<file path="config.mk">
export PLATFORM = sky130hd
export DESIGN_NAME = uart_transmitter
export DESIGN_NICKNAME = d
export VERILOG_FILES = /design/src/rtl/uart_transmitter.sv
export SDC_FILE = /design/constraint.sdc
export NUM_CORES = 1
export LEC_CHECK = 0
export CORE_ASPECT_RATIO = 2
export CORE_UTILIZATION = 50
export DETAILED_ROUTE_END_ITERATION = 10
export PLACE_DENSITY = 0.82
export SYNTH_ARGS = -nofsm -noshare
export SYNTH_HDL_FRONTEND = slang
export SYNTH_SLANG_ARGS = --single-unit
</file>
<file path="constraint.sdc">
create_clock -name clk -period 1.8 [get_ports clk]
set_input_delay 0.36 -clock clk [delete_from_list [all_inputs] [get_ports clk]]
set_output_delay 0.36 -clock clk [all_outputs]
set_load 0.005 [all_outputs]
</file>
<file path="src/rtl/uart_transmitter.sv">
// uart_transmitter: serial transmit side of the UART.
// Frame: start bit, 8 data bits LSB-first, optional even parity bit, one stop bit.
// Every bit is held for exactly CLOCKS_PER_BIT cycles of clk.
// Optional feature macro: UART_TX_PARITY_EN (adds the PARITY state and its register).
//
// state  | meaning
// -------+-----------------------------------------------
// IDLE   | line high, tx_ready=1, waiting for tx_valid
// START  | start bit, tx=0
// DATA   | data bits, tx=shift[0], bit_cnt 0..7
// PARITY | even parity bit (only with UART_TX_PARITY_EN)
// STOP   | stop bit, tx=1, returns to IDLE at bit end
module uart_transmitter #(
    parameter int CLOCKS_PER_BIT = 5000
) (
    input  logic       clk,
    input  logic       rst_n,
    input  logic [7:0] tx_data,
    input  logic       tx_valid,
    output logic       tx_ready,
    output logic       tx_busy,
    output logic       tx
);

    localparam int CW = (CLOCKS_PER_BIT > 2) ? $clog2(CLOCKS_PER_BIT) : 1;
    localparam logic [CW-1:0] BIT_LAST = CW'(CLOCKS_PER_BIT - 1);

    localparam logic [2:0] S_IDLE   = 3'd0;
    localparam logic [2:0] S_START  = 3'd1;
    localparam logic [2:0] S_DATA   = 3'd2;
    localparam logic [2:0] S_STOP   = 3'd4;
`ifdef UART_TX_PARITY_EN
    localparam logic [2:0] S_PARITY = 3'd3;
`endif

    logic [2:0]    state;
    logic [7:0]    shift;
    logic [2:0]    bit_cnt;
    logic [CW-1:0] baud_cnt;
    logic          tx_r;
    logic          accept;
    logic          bit_end;
`ifdef UART_TX_PARITY_EN
    logic          parity_r;
`endif

    assign accept   = tx_valid && (state == S_IDLE);
    assign bit_end  = (state != S_IDLE) && (baud_cnt == BIT_LAST);
    assign tx_ready = (state == S_IDLE);
    assign tx_busy  = (state != S_IDLE);
    assign tx       = tx_r;

    // Baud counter: held at 0 in IDLE, counts each clock of a frame, wraps at bit end.
    always_ff @(posedge clk or negedge rst_n) begin
        if (!rst_n) begin
            baud_cnt <= '0;
        end else if (state == S_IDLE || bit_end) begin
            baud_cnt <= '0;
        end else begin
            baud_cnt <= baud_cnt + 1'b1;
        end
    end

    // Frame sequencer; tx is registered so it only moves on bit boundaries.
    always_ff @(posedge clk or negedge rst_n) begin
        if (!rst_n) begin
            state    <= S_IDLE;
            shift    <= '0;
            bit_cnt  <= '0;
            tx_r     <= 1'b1;
`ifdef UART_TX_PARITY_EN
            parity_r <= 1'b0;
`endif
        end else begin
            case (state)
                S_IDLE: begin
                    tx_r <= 1'b1;
                    if (accept) begin
                        shift    <= tx_data;
                        tx_r     <= 1'b0;
                        state    <= S_START;
`ifdef UART_TX_PARITY_EN
                        parity_r <= ^tx_data;
`endif
                    end
                end
                S_START: begin
                    if (bit_end) begin
                        state <= S_DATA;
                        tx_r  <= shift[0];
                    end
                end
                S_DATA: begin
                    if (bit_end) begin
                        shift <= shift >> 1;
                        if (bit_cnt == 3'd7) begin
                            bit_cnt <= '0;
`ifdef UART_TX_PARITY_EN
                            state   <= S_PARITY;
                            tx_r    <= parity_r;
`else
                            state   <= S_STOP;
                            tx_r    <= 1'b1;
`endif
                        end else begin
                            bit_cnt <= bit_cnt + 1'b1;
                            tx_r    <= shift[1];
                        end
                    end
                end
`ifdef UART_TX_PARITY_EN
                S_PARITY: begin
                    if (bit_end) begin
                        state <= S_STOP;
                        tx_r  <= 1'b1;
                    end
                end
`endif
                S_STOP: begin
                    if (bit_end) begin
                        state <= S_IDLE;
                        tx_r  <= 1'b1;
                    end
                end
                default: begin
                    state <= S_IDLE;
                    tx_r  <= 1'b1;
                end
            endcase
        end
    end

endmodule

</file>
==> flow_summary.ini <==
[yosys]
syn_avg_cell_area_sq_um = 10.4
synth_ff_type = dfrtp_1
yosys_warnings = 0
yosysUniqueCellTypes = 43
synth_area_sq_mm = 0.00146
async_flop_share = 1.00
yosysSeqAreaShare = 0.481
synth_edf_count = 0
syn_inst = 140
synth_fp_nets = 154
ys_ff_latch = 28

[cells_and_area]
nets = 184
fill_cells = 219
syn2layout_area_growth_pct = 25.9
final_cells = 198
drive_above_1_share = 0.290
antennaDiodeCount = 0

[placed_design]
hpwl_um = 2430
dp_slack_ns = 0.00674
place_inst = 188
numPortBuffers = 13
gp_congestion = 0.877

[route]
wl_met2_um = 2020
drt_wl_total_um = 3280
highest_layer = met4
ant_nets = 0
route.met3.wl_um = 54
firstDrtPassIters = 4
drt_iter0_drc = 32
wl_met1_um = 1140
drc = 0
num_vias = 1191
wl_per_cell_um = 16.6
via_per_inst = 6.02

[cts]
clkLatencyLatePin_ns = 0.27
clk_path_buf_depth = 2
cts.clk_slew.worst_paths_ns = 0.10
cts_buffers = 3
cts.sinks = 28
cts_tree = done
cts-htree-levels = 1
hold_buffers = 0
ctsRootBufferMaster = clkbuf_8

[setup_path]
worstPathMaxFanout = 4
arrival_ns = 1.98
path_class = reg -> reg
reg2regPathDepth = 5
required_ns = 2.00
start_kind = register
reg2reg_slack_ns = 0.02
cp-end-kind = register

[timing]
finalSetupTns_ns = 0
max_freq_ghz = 0.561
finClkSkew_ns = 0.00695
setup_viol = 0
timing.hold.ws_ns = 0.454
hold_violations = 0
slew_violations = 0
timing.final.ws_setup_ns = 0.0169
min_period_ns = 1.78
rsz0062_at_grt = yes
fin_crit_sh = 0.991
relSlewSlack = 0.722
worst_pin_slew_ns = 0.407

[floorplanning]
fp.dieW_um = 40.2
core_sq_mm = 0.00277
die_y_um = 78.4
rows = 27
ios = 14
start_util = 0.527
die_area_sq_mm = 0.00315

[pwr]
p_leak_nw = 0.787
finalPower_w = 0.00159
power.density_mw_per_mm2 = 864
peakVddDrop_mv = 0.607

[status]
status = finished, final reports clean

[grt]
grt_usage = 0.247
antenna_found_initial = 0
grt_pass1_wl_um = 5490
first_global_vias = 1277
grt_overflow_total = 0
grt_max_degree = 29

[flow_run]
cap_violations = 0

[min_path]
hp-class = in -> async
[worst max-delay path, stage by stage, from the launching register on]
cell	delay [ns]
dfrtp_1	0.42
buf_4	0.14
nand2_1	0.09
or4_4	0.55
or3_1	0.36
a21oi_1	0.15
[synthesized netlist by cell type, types with 3 or more instances]
master,instances,area share
nand2_1,4,0.010
nand3_1,11,0.038
dfrtp_1,27,0.46
buf_2,5,0.017
nor2_1,10,0.026
mux2_2,3,0.023
xnor2_1,4,0.024
or3_1,4,0.017
nand4_1,3,0.013
ha_1,3,0.026
inv_1,5,0.013
or3b_2,3,0.018
o21ai_0,11,0.038
a21oi_1,6,0.021
mux2i_1,6,0.041
[area by class of cell]
class	instances	area, sq um	area share
multi-input cells	100	748	0.407
flip-flops and latches	28	704	0.384
repair buffers	32	274	0.149
clock buffers	4	55.1	0.0300
well taps	29	36.3	0.0198
inverters	5	18.8	0.0102
[registers in the layout (all words and copies together) (netlist names)]
name and cells:
baud_cnt 13, shift 8, bit_cnt 3, state 3, tx 1
[placed cells by master, fill, tap and decap left out, drive strengths merged, types with 2 or more instances in the layout]
cell type      count
dfrtp             27
buf               19
nand3             12
clkdlybuf4s50     11
o21ai             11
nor2              10
a21oi              7
mux2i              6
inv                5
or3                5
nand2              4
xnor2              4
clkbuf             4
mux2               4
nand4              3
or3b               3
nor3               3
ha                 3
or4                2
nor4b              2
and3               2
xor2               2
and2               2
a21o               2
nand4b             2
nor3b              2
[per-stage QoR]
step / cell area (sq um) / util
floorplan: 1470 / -
global placement: 1690 / 0.611
detailed placement: 1690 / 0.611
CTS: 1780 / 0.642
global route: 1840 / 0.663
finish: 1840 / 0.663
[where the power goes]
part           leakage (nW)  internal, W  switching (W)
logic                 0.406     0.000201       0.000156
clock network        0.0288     0.000196       0.000194
registers             0.352     0.000730       0.000109
total                 0.787      0.00113       0.000460
[cell families after synthesis]
logic type,count (synthesis),synth area share
AND/OR/NAND/NOR,55,0.236
adder cells (fa/ha/maj),3,0.0257
AO/OA/AOI/OAI,26,0.109
flip-flops,28,0.481
multiplexers,10,0.0746
XOR/XNOR,6,0.0360
buffers and inverters,12,0.0377
[layer usage]
metal,vias up,GRT usage
li1,563,-
met1,602,0.258
met2,20,0.460
met3,6,0.0282
met4,0,0.0833
met5,-,0
[timing repair]
action,4_1_cts,5_1_grt
setup buffers,3,3
pin swaps,1,2
endpoints found under the setup margin,3,23
gates resized for setup,4,9
gates cloned,0,0
endpoints found under the hold margin,0,0
[path summary, 6_finish.rpt]
path                                             from                endpoint
worst max-delay path            baud_cnt[1]$_DFF_PN0_  baud_cnt[11]$_DFF_PN0_
worst min-delay path                            rst_n   baud_cnt[9]$_DFF_PN0_
worst max register to register  baud_cnt[1]$_DFF_PN0_  baud_cnt[11]$_DFF_PN0_
worst min register to register   shift[7]$_DFFE_PN0P_    shift[7]$_DFFE_PN0P_
max in group asynchronous                       rst_n          tx$_DFFE_PN1P_
min in group clk                 shift[7]$_DFFE_PN0P_    shift[7]$_DFFE_PN0P_
(Power assumes the default switching activity.)
